### src/rtl/voxel_pkg.sv
// Shared definitions for the voxel address map and its readers: scan FSM states,
// address-width helper and the coordinate-width limits both sides must respect.
package voxel_pkg;

    localparam int unsigned COORD_BITS_MIN = 1;
    localparam int unsigned COORD_BITS_MAX = 16;
    localparam int unsigned ADDR_BITS_MAX  = 32;

    typedef enum logic [1:0] {
        IDLE = 2'd0,
        RUN  = 2'd1,
        DONE = 2'd2
    } scan_state_t;

    function automatic int unsigned addr_width(input int unsigned x_bits,
                                               input int unsigned y_bits,
                                               input int unsigned z_bits);
        return x_bits + y_bits + z_bits;
    endfunction

    function automatic bit coord_bits_ok(input int unsigned bits);
        return (bits >= COORD_BITS_MIN) && (bits <= COORD_BITS_MAX);
    endfunction

endpackage

### src/rtl/voxel_addr_unmap.sv
// Combinational linear address -> (x,y,z) decode; the inverse of the voxel address
// packing. MAP_ZYX selects {z,y,x} (1) or {x,y,z} (0) field order.
module voxel_addr_unmap
    import voxel_pkg::*;
#(
    parameter  int unsigned X_BITS    = 5,
    parameter  int unsigned Y_BITS    = 5,
    parameter  int unsigned Z_BITS    = 5,
    parameter  bit          MAP_ZYX   = 1'b1,
    localparam int unsigned ADDR_BITS = addr_width(X_BITS, Y_BITS, Z_BITS)
) (
    input  logic [ADDR_BITS-1:0] addr,
    output logic [X_BITS-1:0]    x,
    output logic [Y_BITS-1:0]    y,
    output logic [Z_BITS-1:0]    z
);

    generate
        if (MAP_ZYX) begin : g_zyx
            assign x = addr[X_BITS-1:0];
            assign y = addr[X_BITS +: Y_BITS];
            assign z = addr[X_BITS+Y_BITS +: Z_BITS];
        end else begin : g_xyz
            assign z = addr[Z_BITS-1:0];
            assign y = addr[Z_BITS +: Y_BITS];
            assign x = addr[Z_BITS+Y_BITS +: X_BITS];
        end
    endgenerate

endmodule

### src/rtl/voxel_scan_walker.sv
// Sequential voxel address walker: emits one (addr,x,y,z) beat per address of a run
// over a valid/ready stream. Optional abort input enabled by VOXEL_SCAN_ABORT_EN.
module voxel_scan_walker
    import voxel_pkg::*;
#(
    parameter  int unsigned X_BITS    = 5,
    parameter  int unsigned Y_BITS    = 5,
    parameter  int unsigned Z_BITS    = 5,
    parameter  bit          MAP_ZYX   = 1'b1,
    localparam int unsigned ADDR_BITS = addr_width(X_BITS, Y_BITS, Z_BITS)
) (
    input  logic                 clk,
    input  logic                 rst_n,
    input  logic                 start,
    input  logic [ADDR_BITS-1:0] start_addr,
    input  logic [ADDR_BITS:0]   count,
`ifdef VOXEL_SCAN_ABORT_EN
    input  logic                 abort,
`endif
    output logic                 busy,
    output logic                 done,
    output logic                 out_valid,
    input  logic                 out_ready,
    output logic [ADDR_BITS-1:0] out_addr,
    output logic [X_BITS-1:0]    out_x,
    output logic [Y_BITS-1:0]    out_y,
    output logic [Z_BITS-1:0]    out_z,
    output logic                 out_last
);

    generate
        if (!coord_bits_ok(X_BITS) || !coord_bits_ok(Y_BITS) || !coord_bits_ok(Z_BITS)) begin : g_bad_coord
            $error("voxel_scan_walker: coordinate widths must be within 1..16");
        end
        if (ADDR_BITS > ADDR_BITS_MAX) begin : g_bad_addr
            $error("voxel_scan_walker: total address width exceeds 32 bits");
        end
    endgenerate

    localparam logic [ADDR_BITS-1:0] ADDR_ONE = {{(ADDR_BITS-1){1'b0}}, 1'b1};
    localparam logic [ADDR_BITS:0]   REM_ONE  = {{ADDR_BITS{1'b0}}, 1'b1};
    localparam logic [ADDR_BITS:0]   REM_FULL = {1'b1, {ADDR_BITS{1'b0}}};

    logic abort_req;
`ifdef VOXEL_SCAN_ABORT_EN
    assign abort_req = abort;
`else
    assign abort_req = 1'b0;
`endif

    scan_state_t          state, next_state;
    logic [ADDR_BITS-1:0] cur_addr, nxt_addr;
    logic [ADDR_BITS:0]   remaining, nxt_rem;
    logic                 busy_d, done_d, valid_d, last_d;

    // NOTE: every register, datapath included, takes the async reset so that a
    // reset mid-run returns all outputs to zero without waiting for a clock edge.
    always_ff @(posedge clk or negedge rst_n) begin
        if (!rst_n) begin
            state <= IDLE;
        end else begin
            // NOTE: sequential state uses non-blocking assignment so all flops
            // update from the same pre-edge values.
            state <= next_state;
        end
    end

    // Next-state logic; counts above 2^ADDR_BITS are clamped when loaded.
    always_comb begin
        // NOTE: defaults first so no path leaves a variable unassigned (no latches).
        next_state = state;
        nxt_addr   = cur_addr;
        nxt_rem    = remaining;
        unique case (state)
            IDLE: begin
                if (start) begin
                    if (count != '0) begin
                        next_state = RUN;
                        nxt_addr   = start_addr;
                        nxt_rem    = count[ADDR_BITS] ? REM_FULL : count;
                    end else begin
                        next_state = DONE;
                    end
                end
            end
            RUN: begin
                if (out_ready) begin
                    nxt_addr = cur_addr + ADDR_ONE;
                    nxt_rem  = remaining - REM_ONE;
                end
                if (abort_req || (out_ready && remaining == REM_ONE)) begin
                    next_state = DONE;
                end
            end
            DONE:    next_state = IDLE;
            default: next_state = IDLE;
        endcase
    end

    // Output values for the coming cycle, registered below.
    always_comb begin
        busy_d  = (next_state != IDLE);
        done_d  = (next_state == DONE);
        valid_d = (next_state == RUN);
        last_d  = (next_state == RUN) && (nxt_rem == REM_ONE);
    end

    always_ff @(posedge clk or negedge rst_n) begin
        if (!rst_n) begin
            cur_addr  <= '0;
            remaining <= '0;
            busy      <= 1'b0;
            done      <= 1'b0;
            out_valid <= 1'b0;
            out_last  <= 1'b0;
        end else begin
            cur_addr  <= nxt_addr;
            remaining <= nxt_rem;
            busy      <= busy_d;
            done      <= done_d;
            out_valid <= valid_d;
            out_last  <= last_d;
        end
    end

    assign out_addr = cur_addr;

    voxel_addr_unmap #(
        .X_BITS  (X_BITS),
        .Y_BITS  (Y_BITS),
        .Z_BITS  (Z_BITS),
        .MAP_ZYX (MAP_ZYX)
    ) u_unmap (
        .addr (cur_addr),
        .x    (out_x),
        .y    (out_y),
        .z    (out_z)
    );

endmodule

### config.mk
export PLATFORM = sky130hd
export DESIGN_NAME = voxel_scan_walker
export DESIGN_NICKNAME = d
export VERILOG_FILES = /design/src/rtl/voxel_pkg.sv /design/src/rtl/voxel_addr_unmap.sv /design/src/rtl/voxel_scan_walker.sv
export SDC_FILE = /design/constraint.sdc
export NUM_CORES = 1
export LEC_CHECK = 0
export ABC_AREA = 1
export BUFFER_PORTS_ARGS = -buffer_cell sky130_fd_sc_hd__buf_4
export CORE_UTILIZATION = 54
export DETAILED_ROUTE_END_ITERATION = 8
export GPL_TIMING_DRIVEN = 1
export MAX_ROUTING_LAYER = met4
export PLACE_DENSITY = 0.8
export SLEW_MARGIN = 20
export SYNTH_ARGS = -nofsm -noshare
export SYNTH_HDL_FRONTEND = slang
export SYNTH_HIERARCHICAL = 1
export SYNTH_SLANG_ARGS = --single-unit
### constraint.sdc
create_clock -name clk -period 2.1 [get_ports clk]
set_clock_uncertainty 0.2 [all_clocks]
set_input_delay 0.21 -clock clk [delete_from_list [all_inputs] [get_ports clk]]
set_output_delay 0.21 -clock clk [all_outputs]
set_load 0.005 [all_outputs]
==> flow_summary.yaml, run 1 <==
worst_setup_path:
  cp-end-kind: "flip-flop"
  start_kind: "primary input"
  path_cells: "dlygate4sd3_1 > buf_4 > nor2_1 > nand2_1 > nor2_4 > nand2_4 > nand2_4 > nand2_1 > a21oi_2 > nand3_1 > nor2_2 > nand3_1 > nor2_1"
  cp_slowest_stage_delay_ps: 540
  cp.arrival_ps: 2130
  slowest_stage: "dlygate4sd3_1"
  r2r_cells: 12
  timing.critical_path.buf_inv: 2
  cp_top_family: "simple AND/OR/NAND/NOR gates"
  worstReg2RegEnd: "out_last"
  reg2reg_from: "remaining[1]"
  path_max_fanout: 7
  critical_path_required_ps: 2140
  r2r_slack_ps: 80
  critical_path_class: "in2reg"
power_and_ir_drop:
  peakVddDrop_uv: 639
  power_mw: 3.38
  leakage_nw: 1.87
  power_density_mw_per_mm2: 923
grt:
  overflow: 0
  grt_pass1_wl_um: 12900
  grt_pass1_vias: 2673
  grt_antenna_before_repair: 0
  grt_max_degree: 38
  grt.total_usage_pct: 31.7
drt:
  wl_um: 8200
  drc_errors: 0
  drtIter0Drc: 230
  drt_pass1_iterations: 5
  wl_per_cell_um: 14.0
  vias: 3144
  antenna_left: 0
  viasPerCell: 5.37
synth:
  postSynthAreaPerCell_sq_um: 6.48
  post-synth-top-count-cell: "nand2_1"
  yosys_most_used_dff: "dfrtp_1"
  synth_top_area_cell: "dfrtp_1"
  synth_seq_cells: 37
  yosys_warnings: 6
  seq_area_frac_synth_pct: 32.0
  synth_edf_count: 0
  syn_inst: 447
  ys_types: 31
  ys_top_cells_by_count: "nand2_1 (112), nor2_1 (51), nand3_1 (50)"
  async_reset_ff_share_pct: 100
  synth_top_area_share_pct: 32.0
  ys_top_cells_by_area: "dfrtp_1 (32%), nand2_1 (15%), nand3_1 (8.6%), nor2_1 (6.6%), inv_1 (6.4%)"
  synth_area_sq_mm: 0.00290
  synth_nets: 485
place:
  hpwl_um: 5990
  routabilityCongestion: 0.896
  dpl_worst_slack_ps: -0.113
  port_buffers: 68
timing:
  fin_crit_ps: 2090
  timing.fmax_ghz: 0.479
  finalMaxSlewViolations: 0
  hold_viol: 0
  rsz0062_at_grt: "yes"
  max_slew_margin_pct: 67.2
  layout_setup_ws_ps: 12.4
  tightest_slew_ps: 492
  finalCritPeriodShare_pct: 99.4
  setup_viol: 0
min_path:
  whs_path_depth: 3
  worstHoldPathType: "in2reg"
  min-delay-start: "start_addr[10]"
  hold_end: "out_addr[10]"
clock_network:
  numCtsBuffers: 5
  clockBufferDepth: 2
  h-tree-depth: 2
  ctsRootBufferMaster: "clkbuf_8"
  path_clk_slew_ps: 90
  insertion_delay_ps: 300
  cts_tree: "yes"
  clock_sinks: 37
layout:
  area_growth_pct: 26.3
  fin_nets: 552
  n_antenna_cell: 0
  fillers: 484
  drive_above_1_share_pct: 24.3
floorplanning:
  die_h_um: 75.2
  rows: 26
  io_pins: 69
  die_x_um: 75.2
  fp.coreArea_sq_mm: 0.00514
  dieArea_sq_mm: 0.00566
  floorplan.initialDensity_pct: 56.3
outcome:
  run_status: "finished, final reports clean"
run:
  maxCapViolations: 0
tightest hold or removal path: cells and delay by family:
family	cells	cell delay [ps]
buffers and inverters	1	110
AOI/OAI and AO/OA	1	80
and+or+nand+nor	1	70
worst max path at each step:
stage / start / to / slack [ps] / cells after the start
2_1_floorplan: remaining[0] / out_last / 340 / 12
3_3_place_gp: remaining[0] / out_last / -1 / 12
3_5_place_dp: remaining[0] / out_last / -0.1 / 12
4_1_cts: count[1] / out_last / 20 / 13
5_1_grt: count[1] / out_last / -100 / 13
6_report: count[1] / out_last / 10 / 13
cell families (layout without fill, tap and decap cells):
family / count (synthesis) / count (layout) / share of synthesized area (%)
AO/OA/AOI/OAI: 59 / 59 / 11.2
adder cells (fa/ha/maj): 3 / 3 / 1.30
buffers and inverters: 88 / 155 / 14.4
flip-flops: 37 / 37 / 32.0
AND/OR/NAND/NOR: 260 / 261 / 41.1
sequential cells by signal, summed over array words and instances (netlist names):
register and flops:
done 1, out_last 1, remaining 16, out_addr 15, out_valid 1, state 2
busy 1
what timing repair did:
action / CTS / global route
hold buffers: 10 / 0
endpoints found under the setup margin: 1 / 13
gates resized for setup: 1 / 9
pin swaps: 0 / 3
buffers inserted: 0 / 2
gates cloned: 0 / 1
endpoints found under the hold margin: 46 / 0
cells in the final DEF, fill, tap and decap left out:
master	count
nand2_4	2
buf_4	77
o22ai_1	1
inv_1	49
nand3_2	2
nand3b_1	1
o21ai_0	22
o21ai_1	2
nor2_1	47
a32oi_1	1
inv_6	1
nor2_2	9
dfrtp_1	37
nand2_8	1
a22oi_1	2
ha_1	3
o211ai_1	4
a21oi_1	20
a21oi_2	3
or2_2	3
buf_6	1
nor2_4	3
nand2_2	5
nand3_1	50
nand2_1	112
nand4_1	17
dlygate4sd3_1	10
nor4_1	2
nor3_1	6
bufinv_16	2
nor2_8	1
a31oi_1	4
clkbuf_8	5
inv_2	10
layer usage:
| metal | global-route usage [%] | up-vias | wire [um] |
|---|---|---|---|
| met2 | 45.2 | 138 | 3740 |
| li1 | - | 1575 | - |
| met5 | - | - | 0 |
| met4 | 9.88 | 0 | 172 |
| met1 | 45.5 | 1415 | 3680 |
| met3 | 5.76 | 16 | 597 |
stage by stage:
stage | util, % | area [sq um] | setup TNS [ps] | cells | hold slack, ps
final | 71.2 | 3660 | 0 | 585 | 8.74
after CTS | 70.0 | 3600 | 0 | 582 | 4.69
after floorplan | - | 2900 | 0 | 447 | -286
after global placement | 65.3 | 3360 | -0.995 | 564 | 1.29
after global routing | 71.2 | 3660 | -98.2 | 585 | 8.26
after detailed placement | 65.3 | 3360 | -0.113 | 564 | 6.07
report_power, final:
| part | switching, mW | internal, mW |
|---|---|---|
| Combinational | 0.803 | 0.616 |
| Sequential | 0.281 | 0.905 |
| Clock | 0.292 | 0.479 |
final cells by class:
cell class | count | area, sq um | share of cell area [%]
clock inverter | 3 | 68.8 | 1.88
multi-input combinational | 323 | 1600 | 43.6
tap | 70 | 87.6 | 2.39
inverter | 59 | 221 | 6.06
clock buffer | 5 | 68.8 | 1.88
sequential | 37 | 926 | 25.3
timing repair buffer | 88 | 689 | 18.9
(Power assumes the default switching activity.)
==> inputs of run 2 (changes only) <==
- ABC_CLOCK_PERIOD_IN_PS: not set -> 2590
- CORE_UTILIZATION: 54 -> 59
- PLACE_DENSITY: 0.8 -> 0.87
- clock period: 2.1 -> 2.59 ns (I/O delays scaled with it)
==> run 2 against run 1 <==
  * Register-to-register slack better by 390 ps
  * Clock power shrank 47%
  * Non-clock buffer count shrank 14
  * Critical path depth is 2 lower
  * Critical path type is now reg2reg
  * Highest routed layer unchanged
  * Power decreased by 26%
==> flow_summary.yaml, run 2 (synthesis results as in run 1) <==
layout:
  final_cell_mix: "nand2_1 (112), buf_4 (73), nor2_1 (51), nand3_1 (50), inv_1 (49)"
  fin_nets: 537
  seqCellArea_sq_um: 926
  multiInputGateArea_sq_mm: 0.00155
  largest_reg_flops: 16
  fin_area_sq_mm: 0.00343
  regMostFlops: "remaining"
  drive_above_1_share_pct: 22.6
  n_antenna_cell: 0
  fillers: 422
  final_common_cell: "nand2_1"
  area_growth_pct: 18.4
clock_network:
  clockBufferDepth: 2
  cts_resized: 0
  h-tree-depth: 2
  insertion_delay_ps: 290
  ctsRootBufferMaster: "clkbuf_8"
  clock_sinks: 37
  path_clk_slew_ps: 90
  numCtsBuffers: 5
  cts_tree: "yes"
worst_setup_path:
  slowest_stage: "dfrtp_1"
  critical_path_class: "reg2reg"
  cp-end-kind: "flip-flop"
  timing.critical_path.buf_inv: 0
  start_kind: "flip-flop"
  critical_path_required_ps: 2610
  cp_common_cell: "nor2_1"
  cp.arrival_ps: 2150
  cp_slowest_stage_delay_ps: 440
  path_cells: "nor2_1 > nand2_1 > nor2_1 > nand3_1 > nand2_1 > nor2_1 > nor2_1 > nand2_1 > nor2_1 > nand3_1 > nor2_1"
  reg2reg_from: "remaining[7]"
  timing.critical_path.from: "remaining[7]"
  cp_top_family: "simple AND/OR/NAND/NOR gates"
  path_max_fanout: 5
power_and_ir_drop:
  swShare_pct: 44.0
  pwr-share-seq_pct: 38.5
  combPwrFrac_pct: 45.1
  peakVddDrop_uv: 467
  switchingPower_mw: 1.10
  leakage_nw: 1.78
  power_mw: 2.50
  power_density_mw_per_mm2: 728
  p_int_mw: 1.40
  p_clk_share_pct: 16.4
place:
  place_area_sq_mm: 0.00333
  port_buffers: 68
  hpwl_um: 6170
  dpl_worst_slack_ps: 538
  routabilityCongestion: 0.953
floorplanning:
  dieArea_sq_mm: 0.00519
  die_h_um: 72.1
  fp.coreArea_sq_mm: 0.00472
  rows: 25
  io_pins: 69
  floorplan.initialDensity_pct: 61.3
  die_x_um: 72.1
timing:
  hold_viol: 0
  tns_ps: 0
  layout_setup_ws_ps: 468
  timing.fmax_ghz: 0.471
  finalMaxSlewViolations: 0
  finalCritPeriodShare_pct: 81.9
  fin_crit_ps: 2120
  rsz0062_at_grt: "no"
  tightest_slew_ps: 503
  setup_viol: 0
  max_slew_margin_pct: 66.2
grt:
  grt.total_usage_pct: 33.4
  grt_max_degree: 38
  grt_pass1_wl_um: 13000
  grt_pass1_vias: 2763
  grt_antenna_before_repair: 0
  overflow: 0
drt:
  drt_pass1_iterations: 5
  drtIter0Drc: 304
  viasPerCell: 5.53
  drc_errors: 0
  vias: 3135
  wl_um: 8010
  wl_per_cell_um: 14.1
  antenna_left: 0
outcome:
  run_status: "finished, final reports clean"
run:
  maxCapViolations: 0
min_path:
  worstHoldPathType: "in2reg"
  min-delay-start: "start_addr[12]"
run 2: final timing paths:
kind	endpoint	slack, ps	cells after the start
worst min-delay path	out_addr[12]	40	3
worst max register to register	out_last	470	11
worst min register to register	busy	310	1
max in group asynchronous	busy	1560	2
min in group asynchronous	remaining[11]	280	2
worst max-delay path	out_last	470	11
run 2: area by class of cell:
class,count,area share [%]
clock buffer,5,2.01
clock inverter,3,0.511
multi-input combinational,322,45.3
timing repair buffer,74,16.3
tap,67,2.45
sequential,37,27.0
inverter,59,6.46
run 2: routing by layer:
metal	share of wire, %	vias up	global-route usage, %	routed length (um)
met5	0	-	-	0
met4	0.77	0	5.23	62
met3	6.8	8	5.14	543
met2	47	130	53.7	3800
met1	45	1456	45.9	3610
li1	-	1541	-	-
run 2: stage by stage:
stage | instances | util [%] | hold slack [ps]
5_1_grt | 567 | 72.6 | 43.2
3_5_place_dp | 558 | 70.5 | 56.1
6_report | 567 | 72.6 | 37.9
3_3_place_gp | 558 | 70.5 | 54.8
2_1_floorplan | 447 | - | -237
4_1_cts | 567 | 72.6 | 41.0
run 2: timing repair:
action / 4_1_cts / 5_1_grt
setup endpoints to repair: 0 / 0
buffers inserted: 0 / 0
hold endpoints to repair: 37 / 0
hold buffers: 1 / 0
run 2: power by group through the flow:
stage,clock network [mW],logic [mW],registers (mW)
after floorplan,0,0.759,0.915
after global placement,0,1.08,0.955
after detailed placement,0,1.11,0.964
after CTS,0.411,1.11,0.954
after global routing,0.432,1.27,0.986
final,0.408,1.13,0.962
run 2: worst min-delay path, cell delays in order:
cell and delay, ps:
buf_4 80, o211ai_1 80, o21ai_0 70
